===== src/rtl/crc32_pkg.sv =====
`default_nettype none
// +------------------------------------------------------------------+
// | crc32_pkg : shared types and constants for the crc32 job sequencer |
// | Revision  : 1.0                                                    |
// +------------------------------------------------------------------+
package crc32_pkg;

   typedef logic [31:0] crc_word_t;

   typedef struct packed {
      crc_word_t message;
      crc_word_t polynomial;
   } crc_job_t;

   typedef enum logic [2:0] {
      IDLE    = 3'd0,
      LOAD    = 3'd1,
      COMPUTE = 3'd2,
      CAPTURE = 3'd3,
      DONE    = 3'd4
   } ctrl_state_e;

   localparam crc_word_t CRC32_POLY_LSB_FIRST = 32'hEDB88320;

endpackage
`default_nettype wire


===== src/rtl/crc32_job_ctrl_if.sv =====
`default_nettype none
// +------------------------------------------------------------------+
// | crc32_job_ctrl_if : job request and result streams                 |
// | Revision          : 1.0                                            |
// +------------------------------------------------------------------+
interface crc32_job_ctrl_if;
   import crc32_pkg::*;

   logic      job_valid_i;
   logic      job_ready_o;
   crc_word_t job_message_i;
   crc_word_t job_polynomial_i;
   logic      res_valid_o;
   logic      res_ready_i;
   crc_word_t res_crc_o;

   modport master (
      output job_valid_i, job_message_i, job_polynomial_i, res_ready_i,
      input  job_ready_o, res_valid_o, res_crc_o
   );

   modport slave (
      input  job_valid_i, job_message_i, job_polynomial_i, res_ready_i,
      output job_ready_o, res_valid_o, res_crc_o
   );
endinterface
`default_nettype wire


===== src/rtl/crc_job_fifo.sv =====
`default_nettype none
// +------------------------------------------------------------------+
// | crc_job_fifo : synchronous job FIFO with registered full/empty     |
// | Revision     : 1.0                                                 |
// +------------------------------------------------------------------+
module crc_job_fifo
   import crc32_pkg::*;
#(
   parameter int DEPTH = 4
) (
   input  logic     clk_i,
   input  logic     rst_i,
   input  logic     push_i,
   input  crc_job_t push_data_i,
   input  logic     pop_i,
   output crc_job_t pop_data_o,
   output logic     full_o,
   output logic     empty_o
);
   localparam int AW = $clog2(DEPTH);

   crc_job_t      mem_q [DEPTH];
   logic [AW-1:0] wr_ptr_q, wr_ptr_d;
   logic [AW-1:0] rd_ptr_q, rd_ptr_d;
   logic [AW:0]   count_q, count_d;
   logic          full_q, full_d;
   logic          empty_q, empty_d;
   logic          do_push, do_pop;

   // Gating on registered flags means a same-cycle push never reaches the reader.
   always_comb begin
      do_push  = push_i && !full_q;
      do_pop   = pop_i && !empty_q;
      wr_ptr_d = wr_ptr_q + AW'(do_push);
      rd_ptr_d = rd_ptr_q + AW'(do_pop);
      count_d  = count_q + (AW+1)'(do_push) - (AW+1)'(do_pop);
      full_d   = (count_d == (AW+1)'(DEPTH));
      empty_d  = (count_d == '0);
   end

   always_ff @(posedge clk_i or negedge rst_i) begin
      if (!rst_i) begin
         wr_ptr_q <= '0;
         rd_ptr_q <= '0;
         count_q  <= '0;
         full_q   <= 1'b0;
         empty_q  <= 1'b1;
      end else begin
         wr_ptr_q <= wr_ptr_d;
         rd_ptr_q <= rd_ptr_d;
         count_q  <= count_d;
         full_q   <= full_d;
         empty_q  <= empty_d;
      end
   end

   always_ff @(posedge clk_i) begin
      if (do_push) mem_q[wr_ptr_q] <= push_data_i;
   end

   assign pop_data_o = mem_q[rd_ptr_q];
   assign full_o     = full_q;
   assign empty_o    = empty_q;

endmodule
`default_nettype wire


===== src/rtl/crc32_job_ctrl.sv =====
`default_nettype none
// +------------------------------------------------------------------+
// | crc32_job_ctrl : sequences buffered jobs through the serial crc32  |
// | Revision       : 1.0                                               |
// +------------------------------------------------------------------+
module crc32_job_ctrl
   import crc32_pkg::*;
#(
   parameter int FIFO_DEPTH     = 4,
   parameter int COMPUTE_CYCLES = 33
) (
   input  logic                   clk_i,
   input  logic                   rst_i,
   crc32_job_ctrl_if.slave        bus,
   output logic                   busy_o,
   output logic                   core_rst_no,
   output logic                   core_compute_o,
   output crc_word_t              core_message_o,
   output crc_word_t              core_polynomial_o,
   input  crc_word_t              core_crc_i
);
   localparam int CW = $clog2(COMPUTE_CYCLES);

   localparam logic [2:0] S_IDLE    = IDLE;
   localparam logic [2:0] S_LOAD    = LOAD;
   localparam logic [2:0] S_COMPUTE = COMPUTE;
   localparam logic [2:0] S_CAPTURE = CAPTURE;
   localparam logic [2:0] S_DONE    = DONE;

   logic [2:0]    state_q, state_d;
   logic [CW-1:0] cnt_q, cnt_d;
   logic          core_rst_q, core_rst_d;
   logic          compute_q, compute_d;
   crc_word_t     msg_q, msg_d;
   crc_word_t     poly_q, poly_d;
   logic          res_valid_q, res_valid_d;
   crc_word_t     res_crc_q, res_crc_d;

   crc_job_t      fifo_push_data, fifo_pop_data;
   logic          fifo_pop, fifo_full, fifo_empty;

   assign fifo_push_data = '{message: bus.job_message_i, polynomial: bus.job_polynomial_i};

   crc_job_fifo #(.DEPTH(FIFO_DEPTH)) u_fifo (
      .clk_i       (clk_i),
      .rst_i       (rst_i),
      .push_i      (bus.job_valid_i),
      .push_data_i (fifo_push_data),
      .pop_i       (fifo_pop),
      .pop_data_o  (fifo_pop_data),
      .full_o      (fifo_full),
      .empty_o     (fifo_empty)
   );

   always_comb begin
      state_d     = state_q;
      cnt_d       = cnt_q;
      core_rst_d  = core_rst_q;
      compute_d   = compute_q;
      msg_d       = msg_q;
      poly_d      = poly_q;
      res_valid_d = res_valid_q;
      res_crc_d   = res_crc_q;
      fifo_pop    = 1'b0;
      case (state_q)
         S_IDLE: begin
            core_rst_d = 1'b1;
            if (!fifo_empty) begin
               fifo_pop   = 1'b1;
               msg_d      = fifo_pop_data.message;
               poly_d     = fifo_pop_data.polynomial;
               core_rst_d = 1'b0;
               state_d    = S_LOAD;
            end
         end
         S_LOAD: begin
            core_rst_d = 1'b1;
            compute_d  = 1'b1;
            cnt_d      = CW'(COMPUTE_CYCLES - 1);
            state_d    = S_COMPUTE;
         end
         S_COMPUTE: begin
            if (cnt_q == '0) begin
               compute_d = 1'b0;
               state_d   = S_CAPTURE;
            end else begin
               cnt_d = cnt_q - 1'b1;
            end
         end
         S_CAPTURE: begin
            res_crc_d   = core_crc_i;
            res_valid_d = 1'b1;
            state_d     = S_DONE;
         end
         S_DONE: begin
            // Chain straight into the next load so back-to-back jobs skip IDLE.
            if (res_valid_q && bus.res_ready_i) begin
               res_valid_d = 1'b0;
               if (!fifo_empty) begin
                  fifo_pop   = 1'b1;
                  msg_d      = fifo_pop_data.message;
                  poly_d     = fifo_pop_data.polynomial;
                  core_rst_d = 1'b0;
                  state_d    = S_LOAD;
               end else begin
                  state_d = S_IDLE;
               end
            end
         end
         default: state_d = S_IDLE;
      endcase
   end

   always_ff @(posedge clk_i or negedge rst_i) begin
      if (!rst_i) begin
         state_q     <= S_IDLE;
         cnt_q       <= '0;
         core_rst_q  <= 1'b0;
         compute_q   <= 1'b0;
         msg_q       <= '0;
         poly_q      <= '0;
         res_valid_q <= 1'b0;
         res_crc_q   <= '0;
      end else begin
         state_q     <= state_d;
         cnt_q       <= cnt_d;
         core_rst_q  <= core_rst_d;
         compute_q   <= compute_d;
         msg_q       <= msg_d;
         poly_q      <= poly_d;
         res_valid_q <= res_valid_d;
         res_crc_q   <= res_crc_d;
      end
   end

   assign bus.job_ready_o = rst_i && !fifo_full;
   assign bus.res_valid_o = res_valid_q;
   assign bus.res_crc_o   = res_crc_q;
   assign busy_o            = (state_q != S_IDLE) || !fifo_empty;
   assign core_rst_no       = core_rst_q;
   assign core_compute_o    = compute_q;
   assign core_message_o    = msg_q;
   assign core_polynomial_o = poly_q;

endmodule
`default_nettype wire


===== src/flat_wrapper.sv =====
// flat-port wrapper written by rule: the top's interface ports become plain ports
module crc32_job_ctrl_flat import crc32_pkg::*;
#(
   parameter int FIFO_DEPTH     = 4,
   parameter int COMPUTE_CYCLES = 33
)
  (clk_i, rst_i, busy_o, core_rst_no, core_compute_o, core_message_o, core_polynomial_o, core_crc_i, bus_job_valid_i, bus_job_message_i, bus_job_polynomial_i, bus_res_ready_i, bus_job_ready_o, bus_res_valid_o, bus_res_crc_o);
  crc32_job_ctrl_if bus_i ();
  input  logic clk_i;
  input  logic rst_i;
  output logic busy_o;
  output logic core_rst_no;
  output logic core_compute_o;
  output crc_word_t core_message_o;
  output crc_word_t core_polynomial_o;
  input  crc_word_t core_crc_i;
  input wire logic [$bits(bus_i.job_valid_i)-1:0] bus_job_valid_i;
  input wire logic [$bits(bus_i.job_message_i)-1:0] bus_job_message_i;
  input wire logic [$bits(bus_i.job_polynomial_i)-1:0] bus_job_polynomial_i;
  input wire logic [$bits(bus_i.res_ready_i)-1:0] bus_res_ready_i;
  output wire logic [$bits(bus_i.job_ready_o)-1:0] bus_job_ready_o;
  output wire logic [$bits(bus_i.res_valid_o)-1:0] bus_res_valid_o;
  output wire logic [$bits(bus_i.res_crc_o)-1:0] bus_res_crc_o;
  assign bus_i.job_valid_i = bus_job_valid_i;
  assign bus_i.job_message_i = bus_job_message_i;
  assign bus_i.job_polynomial_i = bus_job_polynomial_i;
  assign bus_i.res_ready_i = bus_res_ready_i;
  assign bus_job_ready_o = bus_i.job_ready_o;
  assign bus_res_valid_o = bus_i.res_valid_o;
  assign bus_res_crc_o = bus_i.res_crc_o;
  crc32_job_ctrl #(.FIFO_DEPTH(FIFO_DEPTH), .COMPUTE_CYCLES(COMPUTE_CYCLES)) u_core (.clk_i(clk_i), .rst_i(rst_i), .bus(bus_i), .busy_o(busy_o), .core_rst_no(core_rst_no), .core_compute_o(core_compute_o), .core_message_o(core_message_o), .core_polynomial_o(core_polynomial_o), .core_crc_i(core_crc_i));
endmodule

===== config.mk =====
export PLATFORM = sky130hd
export DESIGN_NAME = crc32_job_ctrl_flat
export DESIGN_NICKNAME = d
export VERILOG_FILES = /design/src/rtl/crc32_pkg.sv /design/src/rtl/crc32_job_ctrl_if.sv /design/src/rtl/crc_job_fifo.sv /design/src/rtl/crc32_job_ctrl.sv /design/src/flat_wrapper.sv
export SDC_FILE = /design/constraint.sdc
export NUM_CORES = 1
export LEC_CHECK = 0
export CORE_MARGIN = 4
export CORE_UTILIZATION = 55
export CTS_CLUSTER_SIZE = 24
export DETAILED_ROUTE_END_ITERATION = 10
export GPL_ROUTABILITY_DRIVEN = 0
export MAX_ROUTING_LAYER = met4
export PLACE_DENSITY = 0.9
export SLEW_MARGIN = 5
export SYNTH_ARGS = -nofsm -noshare
export SYNTH_HDL_FRONTEND = slang
export SYNTH_HIERARCHICAL = 1
export SYNTH_SLANG_ARGS = --single-unit

===== constraint.sdc =====
create_clock -name clk_i -period 17.3 [get_ports clk_i]
set_clock_uncertainty 0.05 [all_clocks]
set_input_delay 3.46 -clock clk_i [delete_from_list [all_inputs] [get_ports clk_i]]
set_output_delay 3.46 -clock clk_i [all_outputs]
set_load 0.1 [all_outputs]

Word-level counts from Yosys, hierarchy flattened

Memories as Yosys holds them, arrays and structs flattened.
Index checks and enable logic that the tools add are counted.

Reductions and logical operators: 21
Equality and inequality tests: 10
Mux-type cells: 26
$add $sub $neg: 5

Operator list:

| kind                  | count |
|---|---|
| $mux W32              | 4 |
| $pmux W32 S2          | 2 |
| $pmux W3 S5           | 1 |
| $pmux W6 S2           | 1 |
| $mux W1               | 10 |
| $mux W3               | 3 |
| $reduce_and A2 Y1     | 4 |
| $eq A3 B2 Y1 const B  | 2 |
| $eq A3 B3 Y1 const B  | 2 |
| $logic_not A3 Y1      | 2 |
| $logic_not A6 Y1      | 1 |
| $mux W6               | 1 |
| $ne A2 B2 Y1 const B  | 3 |
| $pmux W1 S2           | 3 |
| $reduce_and A3 Y1     | 2 |
| $reduce_bool A2 Y1    | 3 |
| $reduce_bool A3 Y1    | 2 |
| $sub A6 B1 Y6 const B | 1 |
| $add A2 B1 Y2         | 2 |
| $logic_and A1 B1 Y1   | 4 |
| $ne A2 B1 Y1 const B  | 2 |
| $add A3 B1 Y3         | 1 |
| $eq A3 B1 Y1 const B  | 1 |
| $pmux W1 S3           | 1 |
| 3 further kinds       | 4 |

Bits of input ports: 100
Flip-flop bits (word level): 117
Memories kept: 1
RAM bits: 256
Output and inout bits: 101
Logic and storage cells: 76

Memory list:

| name                | words | width | rd ports | clocked after memory_dff | wr ports | RTL line           | source |
|---|---|---|---|---|---|---|---|
| u_core.u_fifo.mem_q | 4     | 64    | 1        | 0                        | 1        | crc_job_fifo.sv:22 | `crc_job_t mem_q [DEPTH];` |

Longest topological paths before layout

Word-level depth: 6
Mapped depth: 10
Mapped depth without buffers: 9

By module

Netlist, hierarchy kept.

By module, submodules not included:

| module         | area each (sq um) | sequential area each (sq um) | times used | cells an instance |
|---|---|---|---|---|
| crc_job_fifo   | 9643.0            | 7913.8                       | 1          | 364 |
| crc32_job_ctrl | 4311.6            | 2702.6                       | 1          | 284 |

Worst setup path before layout

No wires, ideal clock.

Path kind: input to register
Start point: input port bus_job_valid_i
End point: memory u_core/u_fifo/mem_q[0][0] (netlist name), enable pin
Stages on the path: 3
Data arrival time: 8493 ps
Path slack: 8179 ps
Cell sequence: nor2b_1 clkbuf_1 nor3b_1

Cells in the longest elaborated chain, start to end: 3

RTL lines:

| element                       | RTL line           | source |
|---|---|---|
| start: declaration            | flat_wrapper.sv:17 | `input wire logic [$bits(bus_i.job_valid_i)-1:0] bus_job_valid_i;` |
| $logic_and A1 B1 Y1           | crc_job_fifo.sv:32 | `do_push = push_i && !full_q;` |
| $mux W1                       | crc_job_fifo.sv:58 | `if (do_push) mem_q[wr_ptr_q] <= push_data_i;` |
| $mux W1 (implied by the code) | crc_job_fifo.sv:58 |  |
| end: declaration              | crc_job_fifo.sv:22 |  |

Every way passes these cells.

Worst setup path in the final report

Start point: input port rst_i
End point: output port bus_job_ready_o

Cells in the longest elaborated chain, start to end: 1

RTL lines:

| element             | RTL line              | source |
|---|---|---|
| start: declaration  | flat_wrapper.sv:10    | `input logic rst_i;` |
| $logic_and A1 B1 Y1 | crc32_job_ctrl.sv:136 | `assign bus.job_ready_o = rst_i && !fifo_full;` |
| end: declaration    | flat_wrapper.sv:21    | `output wire logic [$bits(bus_i.job_ready_o)-1:0] bus_job_ready_o;` |

Every way passes these cells.

==> metrics.txt <==
clk root buf clkbuf_16; Crit path max-delay family buffers and inverters; clk_lat worst skew 0.51 ns; Synth Area per Inst 21.5 sq um; DR top layer met4; area post-placement 16200 sq um; Overall Global Routing Usage 20.1%; Slew Viols, Final 0; H-tree lvl count 2; Post-Syn Nets 753; share of cells above drive strength 1 21.6%; met3 wire len 1.84 mm; Initial DRC Count 387; wirelength, routed 26.9 mm; hold_buf cts 0; Sink Count 373; launch point of the worst reg-to-reg path u_core/state_q[2]$_DFFE_PN0P_; Final period util 50.4%; slowest cell on the critical path clkdlybuf4s50_1; die width 167 um; Netlist cell types 46; yosys warns 6; die area 28000 sq um; xor/xnor share of the synthesized area 0.484%; largest net degree at the start of global routing 67; GRT overflow 0; met1 wire length 10.7 mm; port bufs 200; initial core utilization 55.7%; compound-cell area share of the yosys netlist 1.19%; # nets final 971; R2R cell count 8; slowest cell delay on critical path 1.13 ns; CP startpoint rst_i; met2 wire length 13.8 mm; crit path cell chain buf_6 -> nor2b_1 -> clkdlybuf4s50_1; Worst-path clk slew 0.06 ns; Max Cap Viol 0; CP required 13.79 ns; drt wl/cell 22.0 um; most common cell after layout, fill and taps aside edfxtp_1; Yosys reg bits 373; Hold Crit Class reg -> reg; worst-margin pin slew 1.06 ns; Worst Setup EP bus_job_ready_o; Post-CTS Setup Bufs 0; Primary FF master, synth edfxtp_1; slew margin rel. 29.2%; Multi-input gate area 3120 sq um; largest family of logic cells by synthesized area multiplexers; FP Rows 58; Post-Synth Adder-Cell Area 0.502%; post-CTS resize count 0; WP buf/inv 2; status finished, final reports clean; # placed instances 1157; post-layout instance area 17500 sq um; fmax 115 MHz; unrepaired setup endpoints after global routing false; post-synthesis mux area share 18.1%; Die Height 167 um; crit start category primary input; FF-to-FF End u_core/u_fifo/full_o$_DFF_PN0_; clk buf depth 3; cell depth of the worst setup path 3; global-route wire length before repair 42.9 mm; aggregate negative setup slack 0 ns; FF-to-FF setup slack 14.60 ns; Hold Vio Cnt, Final 0; initial antenna violation count 2; First-pass DRT Iterations 4; total core area 25000 sq um; Vias/cell 5.57; # fillers 1532; Num CTS Buffers 37; CP Capture Type output pin; Synth Area in Simple Gates 1.95%; most frequent cells in the layout 256 x edfxtp_1, 199 x clkdlybuf4s50_1, 114 x dfrtp_1; CP Max Fanout 58; CTS tree built; Register Area 10600 sq um; Synth Instances 648; DRC Markers 0; via count 6839; Async SR Flop Fraction 31.4%; vias in the first global route 7544; fin crit period 8.72 ns; post-DP HPWL 16.1 mm; Non-Filler Instances 1227; critical path class in -> out; Synth-to-Final Area Change 25.4%; num ports 201; sequential area share after synthesis 76.1%; Routed Antenna Nets 0; crit path DAT 5.21 ns; Post-Syn Area 14000 sq um; final setup fails 0; hold slack 0.431 ns; EDFF count, synth 256
## how the worst min path moves through the flow
stage	from	end	slack (ns)	cells past startpoint
6_report	u_core/core_polynomial_o[21]$_DFFE_PN0P_	u_core/core_polynomial_o[21]$_DFFE_PN0P_	0.43	1
3_3_place_gp	u_core/core_polynomial_o[19]$_DFFE_PN0P_	u_core/core_polynomial_o[19]$_DFFE_PN0P_	0.42	1
4_1_cts	u_core/core_polynomial_o[20]$_DFFE_PN0P_	u_core/core_polynomial_o[20]$_DFFE_PN0P_	0.44	1
3_5_place_dp	u_core/core_polynomial_o[20]$_DFFE_PN0P_	u_core/core_polynomial_o[20]$_DFFE_PN0P_	0.42	1
2_1_floorplan	u_core/u_fifo/wr_ptr_q[1]$_DFF_PN0_	u_core/u_fifo/wr_ptr_q[1]$_DFF_PN0_	0.43	1
5_1_grt	u_core/core_polynomial_o[29]$_DFFE_PN0P_	u_core/core_polynomial_o[29]$_DFFE_PN0P_	0.46	1
## flip-flops by register name (all words and copies together) (netlist names), 2 cells and up
register / count
u_core/core_message_o: 32
u_core/u_fifo/rd_ptr_q: 2
u_core/u_fifo/mem_q: 256
u_core/core_polynomial_o: 32
u_core/u_fifo/wr_ptr_q: 2
u_core/bus.res_crc_o: 32
u_core/cnt_q: 6
u_core/u_fifo/count_q: 3
u_core/state_q: 3
## cell usage after synthesis (2+ instances only)
cell type	instances	area, sq um
dfrtp_1	116	2900
o211ai_1	3	22.5
nand3_1	8	40.0
edfxtp_1	256	7690
buf_6	10	113
a211o_1	2	17.5
nand2b_1	3	18.8
clkbuf_1	5	18.8
nor2b_1	2	12.5
nand4_1	3	18.8
xnor2_1	4	35.0
nor3b_1	3	22.5
nor4b_1	2	17.5
mux2_2	56	631
ha_1	4	50.1
buf_2	11	55.1
nand2_1	4	15.0
and3b_1	2	17.5
mux2_1	40	450
mux4_2	64	1440
inv_1	8	30.0
o31ai_1	3	22.5
buf_4	3	22.5
nor2_1	9	33.8
or4_1	2	15.0
and3_1	2	12.5
a21oi_1	4	20.0
## layout make-up
cell class                      instances  area share (%)
Clock inverter                         12           0.923
Timing Repair Buffer                  208            11.8
Antenna cell                            2          0.0286
Multi-Input combinational cell        238            17.8
Inverter                                8           0.172
Sequential cell                       373            60.7
Tap cell                              330            2.36
Clock buffer                           56            6.17
## stage by stage
stage	worst slack (ns)	util (%)
4_1_cts	8.54	69.9
6_report	8.58	69.9
3_5_place_dp	8.54	64.9
5_1_grt	8.46	69.9
2_1_floorplan	8.18	-
3_3_place_gp	8.52	64.9
## routing by layer
metal	track usage (%)	vias up
met3	4.65	55
met5	-	-
met4	5.79	0
met2	33.1	248
met1	25.5	3510
li1	-	3026
## cell families after synthesis
logic type      Yosys count
compound gates           20
xor+xnor                  6
fa+ha+maj                 5
buf+inv                  37
flops                   373
mux                     160
simple gates             47
## worst register-to-register path: cells and delay by family, from the launching register on
kind / cells / cell delay (ns)
buffers and inverters: 1 / 0.05
and+or+nand+nor: 2 / 0.37
xor gates and xnor gates: 2 / 0.62
AOI/OAI and AO/OA: 1 / 0.40
adders and majority gates: 2 / 0.54
DFF: 1 / 0.58
Power is left out: the tool's default activity adds up to more than one toggle a clock period on the data nets, which glitch-free logic cannot reach.
